`src/rtl/uart_tx_arbiter_if.sv`:
```
// Byte-stream bundle between the two UART requesters, the shared transmitter and the arbiter.
// The slave modport is the arbiter's view; the master modport is the surrounding logic.
interface uart_tx_arbiter_if;
  logic [7:0] req0_data;
  logic       req0_valid;
  logic       req0_last;
  logic       req0_ready;
  logic [7:0] req1_data;
  logic       req1_valid;
  logic       req1_last;
  logic       req1_ready;
  logic [7:0] tx_data;
  logic       tx_valid;
  logic       tx_ready;
  logic [1:0] grant;

  modport slave (
    input  req0_data, req0_valid, req0_last,
    input  req1_data, req1_valid, req1_last,
    input  tx_ready,
    output req0_ready, req1_ready,
    output tx_data, tx_valid,
    output grant
  );

  modport master (
    output req0_data, req0_valid, req0_last,
    output req1_data, req1_valid, req1_last,
    output tx_ready,
    input  req0_ready, req1_ready,
    input  tx_data, tx_valid,
    input  grant
  );
endinterface

```
`src/rtl/uart_tx_arbiter.sv`:
```
// Round-robin arbiter sharing one UART transmitter between two byte-stream requesters,
// with packet locking, a per-grant byte quota and a valid-gap timeout.
module uart_tx_arbiter #(
  parameter int unsigned MAX_HOLD    = 16,
  parameter int unsigned GAP_TIMEOUT = 64
) (
  input logic                  clk,
  input logic                  rst_n,
  uart_tx_arbiter_if.slave     bus
);

  localparam int unsigned HoldW = $clog2(MAX_HOLD + 1);
  localparam int unsigned GapW  = $clog2(GAP_TIMEOUT + 1);
  localparam logic [HoldW-1:0] HoldMax = HoldW'(MAX_HOLD);
  localparam logic [GapW-1:0]  GapMax  = GapW'(GAP_TIMEOUT);

  typedef enum logic [1:0] {StIdle, StGnt0, StGnt1} state_e;

  state_e           state_q, state_d;
  logic             last_served_q, last_served_d;
  logic [HoldW-1:0] hold_cnt_q, hold_cnt_d;
  logic [GapW-1:0]  gap_cnt_q, gap_cnt_d;

  logic             own_valid, own_last, other_valid, xfer, release_grant;
  logic [HoldW-1:0] hold_inc;
  logic [GapW-1:0]  gap_inc;

  // Outputs decode from state only, so reset drops the grant without waiting for a clock.
  always_comb begin
    bus.tx_valid   = 1'b0;
    bus.tx_data    = 8'h00;
    bus.req0_ready = 1'b0;
    bus.req1_ready = 1'b0;
    bus.grant      = 2'b00;
    unique case (state_q)
      StGnt0: begin
        bus.tx_valid   = bus.req0_valid;
        bus.tx_data    = bus.req0_data;
        bus.req0_ready = bus.tx_ready;
        bus.grant      = 2'b01;
      end
      StGnt1: begin
        bus.tx_valid   = bus.req1_valid;
        bus.tx_data    = bus.req1_data;
        bus.req1_ready = bus.tx_ready;
        bus.grant      = 2'b10;
      end
      default: ;
    endcase
  end

  always_comb begin
    own_valid   = 1'b0;
    own_last    = 1'b0;
    other_valid = 1'b0;
    unique case (state_q)
      StGnt0: begin
        own_valid   = bus.req0_valid;
        own_last    = bus.req0_last;
        other_valid = bus.req1_valid;
      end
      StGnt1: begin
        own_valid   = bus.req1_valid;
        own_last    = bus.req1_last;
        other_valid = bus.req0_valid;
      end
      default: ;
    endcase
    xfer     = own_valid & bus.tx_ready;
    hold_inc = (hold_cnt_q == HoldMax) ? hold_cnt_q : hold_cnt_q + HoldW'(1);
    gap_inc  = (gap_cnt_q == GapMax) ? gap_cnt_q : gap_cnt_q + GapW'(1);
    // A saturated quota keeps firing, so rotation happens on the first transfer the
    // other requester is waiting for.
    release_grant = (xfer & (own_last | ((hold_inc == HoldMax) & other_valid)))
                  | (~own_valid & (gap_inc == GapMax));
  end

  always_comb begin
    state_d       = state_q;
    last_served_d = last_served_q;
    hold_cnt_d    = hold_cnt_q;
    gap_cnt_d     = gap_cnt_q;
    unique case (state_q)
      StIdle: begin
        hold_cnt_d = '0;
        gap_cnt_d  = '0;
        if (bus.req0_valid && (!bus.req1_valid || last_served_q)) begin
          state_d = StGnt0;
        end else if (bus.req1_valid) begin
          state_d = StGnt1;
        end
      end
      StGnt0, StGnt1: begin
        if (xfer) begin
          hold_cnt_d = hold_inc;
          gap_cnt_d  = '0;
        end else if (!own_valid) begin
          gap_cnt_d = gap_inc;
        end
        if (release_grant) begin
          last_served_d = (state_q == StGnt1);
          hold_cnt_d    = '0;
          gap_cnt_d     = '0;
          if (other_valid) begin
            state_d = (state_q == StGnt0) ? StGnt1 : StGnt0;
          end else begin
            state_d = StIdle;
          end
        end
      end
      default: state_d = StIdle;
    endcase
  end

  always_ff @(posedge clk or negedge rst_n) begin
    if (!rst_n) begin
      state_q       <= StIdle;
      last_served_q <= 1'b1;
      hold_cnt_q    <= '0;
      gap_cnt_q     <= '0;
    end else begin
      state_q       <= state_d;
      last_served_q <= last_served_d;
      hold_cnt_q    <= hold_cnt_d;
      gap_cnt_q     <= gap_cnt_d;
    end
  end

endmodule

```
`src/flat_wrapper.sv`:
```
// flat-port wrapper written by rule: the top's interface ports become plain ports
module uart_tx_arbiter_flat 
#(
  parameter int unsigned MAX_HOLD    = 16,
  parameter int unsigned GAP_TIMEOUT = 64
)
  (clk, rst_n, bus_req0_data, bus_req0_valid, bus_req0_last, bus_req1_data, bus_req1_valid, bus_req1_last, bus_tx_ready, bus_req0_ready, bus_req1_ready, bus_tx_data, bus_tx_valid, bus_grant);
  uart_tx_arbiter_if bus_i ();
  input logic clk;
  input logic rst_n;
  input wire logic [$bits(bus_i.req0_data)-1:0] bus_req0_data;
  input wire logic [$bits(bus_i.req0_valid)-1:0] bus_req0_valid;
  input wire logic [$bits(bus_i.req0_last)-1:0] bus_req0_last;
  input wire logic [$bits(bus_i.req1_data)-1:0] bus_req1_data;
  input wire logic [$bits(bus_i.req1_valid)-1:0] bus_req1_valid;
  input wire logic [$bits(bus_i.req1_last)-1:0] bus_req1_last;
  input wire logic [$bits(bus_i.tx_ready)-1:0] bus_tx_ready;
  output wire logic [$bits(bus_i.req0_ready)-1:0] bus_req0_ready;
  output wire logic [$bits(bus_i.req1_ready)-1:0] bus_req1_ready;
  output wire logic [$bits(bus_i.tx_data)-1:0] bus_tx_data;
  output wire logic [$bits(bus_i.tx_valid)-1:0] bus_tx_valid;
  output wire logic [$bits(bus_i.grant)-1:0] bus_grant;
  assign bus_i.req0_data = bus_req0_data;
  assign bus_i.req0_valid = bus_req0_valid;
  assign bus_i.req0_last = bus_req0_last;
  assign bus_i.req1_data = bus_req1_data;
  assign bus_i.req1_valid = bus_req1_valid;
  assign bus_i.req1_last = bus_req1_last;
  assign bus_i.tx_ready = bus_tx_ready;
  assign bus_req0_ready = bus_i.req0_ready;
  assign bus_req1_ready = bus_i.req1_ready;
  assign bus_tx_data = bus_i.tx_data;
  assign bus_tx_valid = bus_i.tx_valid;
  assign bus_grant = bus_i.grant;
  uart_tx_arbiter #(.MAX_HOLD(MAX_HOLD), .GAP_TIMEOUT(GAP_TIMEOUT)) u_core (.clk(clk), .rst_n(rst_n), .bus(bus_i));
endmodule
```
`config.mk`:
```
export PLATFORM = sky130hd
export DESIGN_NAME = uart_tx_arbiter_flat
export DESIGN_NICKNAME = d
export VERILOG_FILES = /design/src/rtl/uart_tx_arbiter_if.sv /design/src/rtl/uart_tx_arbiter.sv /design/src/flat_wrapper.sv
export SDC_FILE = /design/constraint.sdc
export NUM_CORES = 1
export LEC_CHECK = 0
export ABC_AREA = 1
export CORE_ASPECT_RATIO = 0.8
export CORE_UTILIZATION = 57
export CTS_CLUSTER_SIZE = 16
export DETAILED_ROUTE_END_ITERATION = 8
export DONT_BUFFER_PORTS = 1
export GPL_TIMING_DRIVEN = 0
export HOLD_SLACK_MARGIN = 0.12
export PLACE_DENSITY = 0.79
export RECOVER_POWER = 25
export SLEW_MARGIN = 15
export SYNTH_ARGS = -nofsm -noshare
export SYNTH_HDL_FRONTEND = slang
export SYNTH_SLANG_ARGS = --single-unit
```
`constraint.sdc`:
```
create_clock -name clk -period 1.65 [get_ports clk]
set_input_delay 0.33 -clock clk [delete_from_list [all_inputs] [get_ports clk]]
set_output_delay 0.33 -clock clk [all_outputs]
set_load 0.05 [all_outputs]
```
==> impl_metrics.env, run 1 <==
export IMPL_areaGrowthSynthToFinish_pct=43.4
export IMPL_synth_warnings=0
export IMPL_pwr_density_cell_nw_per_um2=1780
export IMPL_status="complete, but fails checks"
export IMPL_hold_violations=0
export IMPL_cts_buffers=3
export IMPL_p_sw_mw=1.96
export IMPL_nFillCells=82
export IMPL_synth_edff_count=0
export IMPL_antenna_cells=0
export IMPL_power_frac_clock=0.066
export IMPL_gp_congestion=0.841
export IMPL_synthTopCellsByCount="70 x nand2_1, 27 x inv_1, 14 x dfrtp_1, 12 x nor2_1, 11 x a21oi_1"
export IMPL_crit_slowest_cell="dfrtp_1"
export IMPL_hp_class="input pin to register"
export IMPL_antenna_found_initial=0
export IMPL_drt_iter0_drc=241
export IMPL_io_pins=36
export IMPL_synth_ff_type="dfrtp_1"
export IMPL_critical_path_class="register to register"
export IMPL_setup_viol=27
export IMPL_regArea_um2=379
export IMPL_clock_path_buffers=2
export IMPL_path_buf_inv=1
export IMPL_period_minus_slack_ns=2.10
export IMPL_grt_max_degree=16
export IMPL_drtPass1Iterations=7
export IMPL_vias_per_cell=6.89
export IMPL_startpoint_type="register"
export IMPL_synth_cells=203
export IMPL_swShare=0.552
export IMPL_stdcell_count=256
export IMPL_power_frac_comb=0.784
export IMPL_ant_nets=0
export IMPL_cp_required_ns=1.84
export IMPL_path_cells="inv_2, ha_4, nand2_1, a21oi_2, nand2_1, nor2_1, nand2_1, nand2_2, nand2_4, nand3_4, nand2_4, nand2_1, o21ai_1"
export IMPL_skew_ns=0.00361
export IMPL_rows=15
export IMPL_clock_latency_ns=0.30
export IMPL_drv_slew=0
export IMPL_syn_nets=236
export IMPL_drcViolationCount=5
export IMPL_die_h_um=46.2
export IMPL_fin_util=0.895
export IMPL_cap_violations=0
export IMPL_p_leak_nw=0.910
export IMPL_nets=265
export IMPL_ys_seq_elements=15
export IMPL_grt_usage=0.344
export IMPL_slew_headroom=0.483
export IMPL_crit_top_cell="nand2_1"
export IMPL_htree_levels=1
export IMPL_multiInputGateArea_um2=1140
export IMPL_numPortBuffers=0
export IMPL_cts_root_buf="clkbuf_4"
export IMPL_arrival_ns=2.29
export IMPL_hold_slack_ns=0.275
export IMPL_synthTopCellsByArea="dfrtp_1 25%, nand2_1 19%, ha_1 9.0%"
export IMPL_cts_sinks=15
export IMPL_yosys_cell_count_top_type="nand2_1"
export IMPL_vias=1765
export IMPL_core_area_um2=2230
export IMPL_cts_tree="yes"
export IMPL_syn_area_um2=1390
export IMPL_intPower_mw=1.60
export IMPL_min_period_over_period=1.28
export IMPL_grt_pass1_wl_mm=6.60
export IMPL_dp_cells=228
export IMPL_wl_per_cell_um=22.5
export IMPL_synth_top_cell_area_share=0.251
export IMPL_cpPeakStageDelay_ns=0.44
export IMPL_die_x_um=57.3
export IMPL_dieArea_um2=2650
export IMPL_fmax_mhz=475
export IMPL_grt_overflow=0
export IMPL_critPathMaxFanout=6
export IMPL_postSynth_asyncResetShare=1.00
export IMPL_synth_cell_types=31
export IMPL_postSynthAreaPerCell_um2=6.87
export IMPL_grt_pass1_vias=1392
export IMPL_totalWireLength_mm=5.76
export IMPL_tightest_slew_ns=0.773
export IMPL_yosysSeqAreaShare=0.270
export IMPL_ir_worst_vdd_mv=1.04
export IMPL_yosysTopAreaCell="dfrtp_1"
export IMPL_rsz0062_at_grt="yes"
export IMPL_start_util=0.624
export IMPL_clkTransAtPathRegs_ns=0.10
export IMPL_drive_gt1_frac=0.437
export IMPL_seqPwrFrac=0.150
export IMPL_crit_family="simple AND/OR/NAND/NOR gates"
export IMPL_end_kind="register"
export IMPL_finalSetupTns_ns=-8.40
export IMPL_dpl_hpwl_mm=2.34
export IMPL_violations="DRC, setup timing"
export IMPL_setup_ws_ns=-0.454
-- stage by stage --
step	setup slack, ns	area (um^2)	total power [mW]
4_1_cts	-0.271	1860	3.04
6_report	-0.454	2000	3.56
5_1_grt	-0.582	2000	3.67
3_3_place_gp	-0.212	1570	2.23
3_5_place_dp	-0.284	1570	2.28
2_1_floorplan	-0.0541	1530	2.05
-- area by class of cell --
class | count | share of cell area
Multi-Input combinational cell | 155 | 0.573
Sequential cell | 15 | 0.190
Timing Repair Buffer | 24 | 0.105
Inverter | 28 | 0.0639
Buffer | 5 | 0.0388
Tap cell | 25 | 0.0157
Clock buffer | 3 | 0.0113
Clock inverter | 1 | 0.00250
-- what timing repair did --
item	in CTS	in global routing
buffers inserted	14	6
resized for setup	28	31
endpoints found under the hold margin	15	0
pin swaps	13	18
hold buffers	1	0
cloned	3	0
setup endpoints to repair	28	27
-- worst reg2reg max path, stage by stage, from the launching register on --
cell and delay (ns):
dfrtp_1 0.44, inv_2 0.14, ha_4 0.22, nand2_1 0.10, a21oi_2 0.22, nand2_1 0.12, nor2_1 0.14, nand2_1 0.08
nand2_2 0.09, nand2_4 0.08, nand3_4 0.14, nand2_4 0.08, nand2_1 0.06, o21ai_1 0.09
-- logic make-up after synthesis --
| kind of cell | count (synthesis) | share of synthesized area |
|---|---|---|
| fa+ha+maj | 10 | 0.0898 |
| xor+xnor | 4 | 0.0251 |
| flops | 15 | 0.270 |
| compound gates | 25 | 0.109 |
| buf+inv | 33 | 0.0969 |
| simple gates | 116 | 0.409 |
-- power by group through the flow --
stage                     clock, mW  combinational, mW  sequential (mW)
after floorplan                   0               1.53            0.521
after global placement            0               1.69            0.533
after detailed placement          0               1.74            0.540
after CTS                     0.227               2.30            0.517
after global routing          0.243               2.89            0.536
final                         0.234               2.79            0.535
-- flip-flops by register name, summed over array words and instances (netlist names) --
name	count
u_core.gap_cnt_q	7
u_core.hold_cnt_q	5
u_core.state_q	2
u_core.last_served_q	1
-- layer usage --
layer  up-vias  global-route usage  part of all wire
met3        75              0.0787              0.13
met2       199               0.588              0.42
met1       785               0.403              0.35
met4         0               0.215             0.089
met5         -                   0                 0
li1        706                   -                 -
-- path summary, 6_finish.rpt --
| path | startpoint | endpoint | slack [ns] | cells past startpoint |
|---|---|---|---|---|
| worst max-delay path | u_core.state_q[1] | u_core.state_q[0] | -0.45 | 13 |
| worst min-delay path | bus_tx_ready | u_core.gap_cnt_q[6] | 0.28 | 2 |
| worst max register to register | u_core.state_q[1] | u_core.state_q[0] | -0.45 | 13 |
| worst min register to register | u_core.last_served_q | u_core.last_served_q | 0.54 | 2 |
| max in group asynchronous | rst_n | u_core.gap_cnt_q[0] | 0.58 | 1 |
| min in group asynchronous | rst_n | u_core.hold_cnt_q[1] | 0.53 | 1 |
-- cells in the final DEF, fill, tap and decap left out, types with 2 or more instances in the layout --
cell type,n
nand2_4,7
dfrtp_1,12
o21ai_0,3
nand3_1,10
o41ai_2,3
clkinvlp_4,4
nand2_1,49
ha_1,6
nand3_2,2
clkbuf_4,3
a22o_1,2
a21oi_4,8
nor2_1,11
ha_4,4
a21oi_2,3
buf_6,4
buf_8,3
buf_4,18
dfrtp_2,2
nor2_4,2
nand4_1,7
o21ai_1,4
inv_2,3
xor2_1,3
inv_1,19
nand2_2,19
clkbuf_8,2
nor2_2,4
Power figures use the tool's default switching activity.
==> run 2: changes to the inputs <==
- PLACE_DENSITY: 0.79 -> 0.75
==> run 2 against run 1 <==
Fmax up 2.9%. First-iteration DRC count down 59%. The run still ends with DRC, setup timing left. Hold slack got worse by 0.014 ns. Largest power group unchanged.
==> impl_metrics.env, run 2 (synthesis results as in run 1) <==
export IMPL_status="complete, but fails checks"
export IMPL_violations="DRC, setup timing"
export IMPL_swShare=0.546
export IMPL_ir_worst_vdd_mv=0.952
export IMPL_gp_congestion=0.893
export IMPL_clock_latency_ns=0.29
export IMPL_skew_ns=0.000600
export IMPL_totalWireLength_mm=4.15
export IMPL_grt_pass1_wl_mm=5.93
export IMPL_nets=257
export IMPL_slew_headroom=0.556
export IMPL_intPower_mw=1.43
export IMPL_startpoint_type="register"
export IMPL_clock_path_buffers=2
export IMPL_die_x_um=57.3
export IMPL_cap_violations=0
export IMPL_wl_per_cell_um=16.7
export IMPL_antenna_cells=0
export IMPL_start_util=0.624
export IMPL_end_kind="output port"
export IMPL_cts_sinks=15
export IMPL_io_pins=36
export IMPL_layout_common_cells="63 x nand2_1, 20 x inv_1, 13 x dfrtp_1"
export IMPL_grt_pass1_vias=1294
export IMPL_rsz0062_at_grt="yes"
export IMPL_clkTransAtPathRegs_ns=0.09
export IMPL_vias_per_cell=5.89
export IMPL_arrival_ns=1.71
export IMPL_power_mw=3.15
export IMPL_cts_buffers=3
export IMPL_antenna_found_initial=0
export IMPL_rows=15
export IMPL_grt_overflow=0
export IMPL_drtPass1Iterations=6
export IMPL_pwr_density_cell_nw_per_um2=1680
export IMPL_tightest_slew_ns=0.664
export IMPL_fin_util=0.838
export IMPL_top_regs="u_core.gap_cnt_q: 7 flops, u_core.hold_cnt_q: 5 flops, u_core.state_q: 2 flops"
export IMPL_largest_register_ffs=7
export IMPL_p_sw_mw=1.72
export IMPL_min_period_over_period=1.24
export IMPL_period_minus_slack_ns=2.04
export IMPL_numPortBuffers=0
export IMPL_areaGrowthSynthToFinish_pct=34.3
export IMPL_power_frac_comb=0.762
export IMPL_critical_path_class="register to output port"
export IMPL_r2r_slack_ns=-0.26
export IMPL_ant_nets=0
export IMPL_cts_tree="yes"
export IMPL_vias=1460
export IMPL_nFillCells=129
export IMPL_p_leak_nw=0.843
export IMPL_htree_levels=1
export IMPL_hp_class="input pin to register"
export IMPL_dieArea_um2=2650
export IMPL_critPathMaxFanout=5
export IMPL_die_h_um=46.2
export IMPL_grt_max_degree=16
export IMPL_hold_violations=0
export IMPL_top_register="u_core.gap_cnt_q"
export IMPL_setup_ws_ns=-0.395
export IMPL_drv_slew=0
export IMPL_drt_iter0_drc=99
export IMPL_cp_required_ns=1.32
export IMPL_cts_root_buf="clkbuf_4"
export IMPL_dpl_hpwl_mm=2.50
export IMPL_hold_slack_ns=0.262
export IMPL_final_common_cell="nand2_1"
export IMPL_seqPwrFrac=0.168
export IMPL_core_area_um2=2230
export IMPL_setup_viol=21
export IMPL_drive_gt1_frac=0.332
export IMPL_power_frac_clock=0.069
export IMPL_drcViolationCount=8
export IMPL_fmax_mhz=489
export IMPL_grt_usage=0.308
==> run 2: layout make-up <==
cell class	instances	area, um^2	share of cell area
Clock buffer	4	26.3	0.0140
Multi-Input combinational cell	155	1110	0.592
Buffer	5	76.3	0.0408
Tap cell	25	31.3	0.0167
Sequential cell	15	378	0.202
Inverter	28	120	0.0642
Timing Repair Buffer	16	133	0.0709
==> run 2: critical path, stage by stage (launching register included) <==
cell and delay, ns:
dfrtp_1 0.40, inv_2 0.09, ha_4 0.28, inv_1 0.11, clkbuf_16 0.19, a21oi_4 0.35
==> run 2: routing by layer <==
layer | GRT usage | part of all wire | routed length, um
met5 | 0 | 0 | 0
met4 | 0.166 | 0.041 | 172
met3 | 0.0365 | 0.069 | 285
met2 | 0.532 | 0.47 | 1950
met1 | 0.388 | 0.42 | 1740
==> run 2: path summary, 6_finish.rpt <==
path,depth (start not counted),startpoint,end
setup / recovery,5,u_core.state_q[1],bus_tx_data[0]
hold / removal,3,bus_tx_ready,u_core.gap_cnt_q[6]
setup reg to reg,14,u_core.state_q[0],u_core.hold_cnt_q[3]
hold reg to reg,2,u_core.last_served_q,u_core.last_served_q
max in group asynchronous,1,rst_n,u_core.state_q[0]
min in group asynchronous,1,rst_n,u_core.hold_cnt_q[3]
==> run 2: timing repair <==
item / 4_1_cts / 5_1_grt
resized for setup: 22 / 13
pin swaps: 13 / 3
buffers inserted: 11 / 2
hold buffers: 1 / 0
endpoints found under the setup margin: 28 / 27
cloned: 2 / 0
hold endpoints to repair: 15 / 0
==> run 2: power by group through the flow <==
stage,Clock [mW],Combinational [mW],Sequential (mW)
2_1_floorplan,0,1.53,0.521
3_3_place_gp,0,1.70,0.533
3_5_place_dp,0,1.76,0.542
4_1_cts,0.221,2.22,0.519
5_1_grt,0.235,2.52,0.535
6_report,0.218,2.40,0.529
==> run 2: stage by stage <==
step / setup slack [ns] / area, um^2 / std cells / TNS, ns
floorplan: -0.0541 / 1530 / 203 / -0.779
global placement: -0.213 / 1570 / 228 / -3.18
detailed placement: -0.272 / 1570 / 228 / -4.28
CTS: -0.343 / 1810 / 246 / -4.57
global route: -0.427 / 1870 / 248 / -7.36
finish: -0.395 / 1870 / 248 / -5.79
==> run 3: changes to the inputs <==
- CORE_UTILIZATION: 57 -> 60
- PLACE_DENSITY: 0.75 -> 0.76
- clock period: 1.65 -> 2.1 ns (I/O delays scaled with it)
==> run 3 against run 2 <==
The flow finishes with violations (setup timing). Critical endpoint unchanged. Global-route usage fell by 2.9 points. Largest cell class unchanged. Die area fell by 4.8%. Core utilization fell by 2.6 points.
==> impl_metrics.env, run 3 (synthesis results as in run 1) <==
export IMPL_die_h_um=45.1
export IMPL_die_x_um=55.9
export IMPL_startpoint_type="register"
export IMPL_nets=252
export IMPL_arrival_ns=1.72
export IMPL_clkTransAtPathRegs_ns=0.10
export IMPL_final_common_cell="nand2_1"
export IMPL_wl_per_cell_um=16.7
export IMPL_clock_latency_ns=0.30
export IMPL_dieArea_um2=2520
export IMPL_hold_violations=0
export IMPL_wl_met2_mm=1.97
export IMPL_r2r_slack_ns=0.12
export IMPL_setup_viol=7
export IMPL_drcViolationCount=0
export IMPL_vias=1468
export IMPL_violations="setup timing"
export IMPL_period_minus_slack_ns=2.14
export IMPL_r2r_start="u_core.state_q[0]"
export IMPL_wl_met3_um=323
export IMPL_start_util=0.640
export IMPL_rows=15
export IMPL_dp_cells=228
export IMPL_cp_required_ns=1.68
export IMPL_routed_top_layer="met4"
export IMPL_critPathMaxFanout=5
export IMPL_cp_endpoint="bus_tx_data[0]"
export IMPL_setup_ws_ns=-0.0380
export IMPL_end_kind="output port"
export IMPL_grt_overflow=0
export IMPL_grt_pass1_vias=1196
export IMPL_skew_ns=0.00598
export IMPL_largest_register_ffs=7
export IMPL_clock_path_buffers=2
export IMPL_ant_nets=0
export IMPL_crit_start="u_core.state_q[0]"
export IMPL_areaGrowthSynthToFinish_pct=26.8
export IMPL_p_leak_nw=0.804
export IMPL_r2r_cells=12
export IMPL_critical_path_class="register to output port"
export IMPL_stdcell_count=243
export IMPL_tightest_slew_ns=0.695
export IMPL_min_period_over_period=1.02
export IMPL_drive_gt1_frac=0.271
export IMPL_cts_sinks=15
export IMPL_grt_max_degree=16
export IMPL_pwr_density_cell_nw_per_um2=1350
export IMPL_dpl_hpwl_mm=2.25
export IMPL_layout_common_cells="63 x nand2_1, 23 x inv_1, 14 x dfrtp_1"
export IMPL_drt_iter0_drc=61
export IMPL_routedLengthMet1_mm=1.59
export IMPL_grt_usage=0.279
export IMPL_antenna_cells=0
export IMPL_totalWireLength_mm=4.05
export IMPL_cts_buffers=3
export IMPL_fin_util=0.812
export IMPL_antenna_found_initial=0
export IMPL_drv_slew=0
export IMPL_cts_tree="yes"
export IMPL_status="complete, but fails checks"
export IMPL_vias_per_cell=6.04
export IMPL_top_register="u_core.gap_cnt_q"
export IMPL_slew_headroom=0.535
export IMPL_core_area_um2=2180
export IMPL_htree_levels=1
export IMPL_top_regs="u_core.gap_cnt_q: 7 flops, u_core.hold_cnt_q: 5 flops, u_core.state_q: 2 flops"
export IMPL_grt_pass1_wl_mm=5.33
export IMPL_io_pins=36
export IMPL_cts_root_buf="clkbuf_4"
export IMPL_numPortBuffers=0
export IMPL_hp_class="input pin to register"
export IMPL_ir_worst_vdd_mv=1.16
export IMPL_gp_congestion=0.882
export IMPL_drtPass1Iterations=4
export IMPL_cap_violations=0
export IMPL_rr_endpoint="u_core.state_q[0]"
export IMPL_rsz0062_at_grt="yes"
export IMPL_fmax_mhz=468
-- run 3: critical path, stage by stage, from the launching register on --
cell,delay (ns)
dfrtp_1,0.44
inv_2,0.11
ha_4,0.32
inv_6,0.05
clkbuf_16,0.16
a21oi_4,0.33
-- run 3: timing repair --
action / CTS / global route
buffers inserted: 6 / 2
pin swaps: 7 / 9
endpoints found under the hold margin: 15 / 0
cloned: 0 / 2
endpoints found under the setup margin: 11 / 14
hold buffers: 1 / 0
resized for setup: 30 / 13
-- run 3: metal layers --
layer  vias up  track usage
li1        680            -
met1       662        0.350
met2       100        0.501
met3        26       0.0630
met4         0       0.0732
met5         -            0
-- run 3: metrics by stage --
stage               power, mW  worst slack (ns)  hold slack [ns]  instance area (um^2)  setup TNS, ns
finish                   2.39           -0.0380            0.419                  1770         -0.185
global route             2.50           -0.0431            0.429                  1770         -0.239
CTS                      2.09           0.00163            0.395                  1680              0
detailed placement       1.57            -0.387            0.125                  1440          -1.54
global placement         1.54            -0.336            0.125                  1440          -1.12
floorplan                1.41            -0.172            0.124                  1410         -0.514
-- run 3: area by class of cell --
type | instances | area, um^2
buffer | 5 | 76.3
clock buffer | 4 | 26.3
fill | 133 | 409
inverter | 28 | 114
multi-input combinational | 155 | 1040
sequential | 15 | 377
tap | 25 | 31.3
timing repair buffer | 11 | 106
-- run 3: where the power goes --
| group | total, mW | switching (mW) | internal, mW |
|---|---|---|---|
| combinational | 1.79 | 1.14 | 0.649 |
| sequential | 0.416 | 0.0666 | 0.349 |
| clock | 0.178 | 0.104 | 0.0742 |
-- run 3: how the worst min path moves through the flow --
stage | from | endpoint | depth (start not counted)
final | bus_tx_ready | u_core.gap_cnt_q[4] | 3
after global routing | bus_tx_ready | u_core.gap_cnt_q[4] | 3
after CTS | bus_tx_ready | u_core.gap_cnt_q[6] | 3
after detailed placement | rst_n | u_core.hold_cnt_q[1] | 0
after global placement | rst_n | u_core.hold_cnt_q[0] | 0
after floorplan | rst_n | u_core.gap_cnt_q[0] | 0
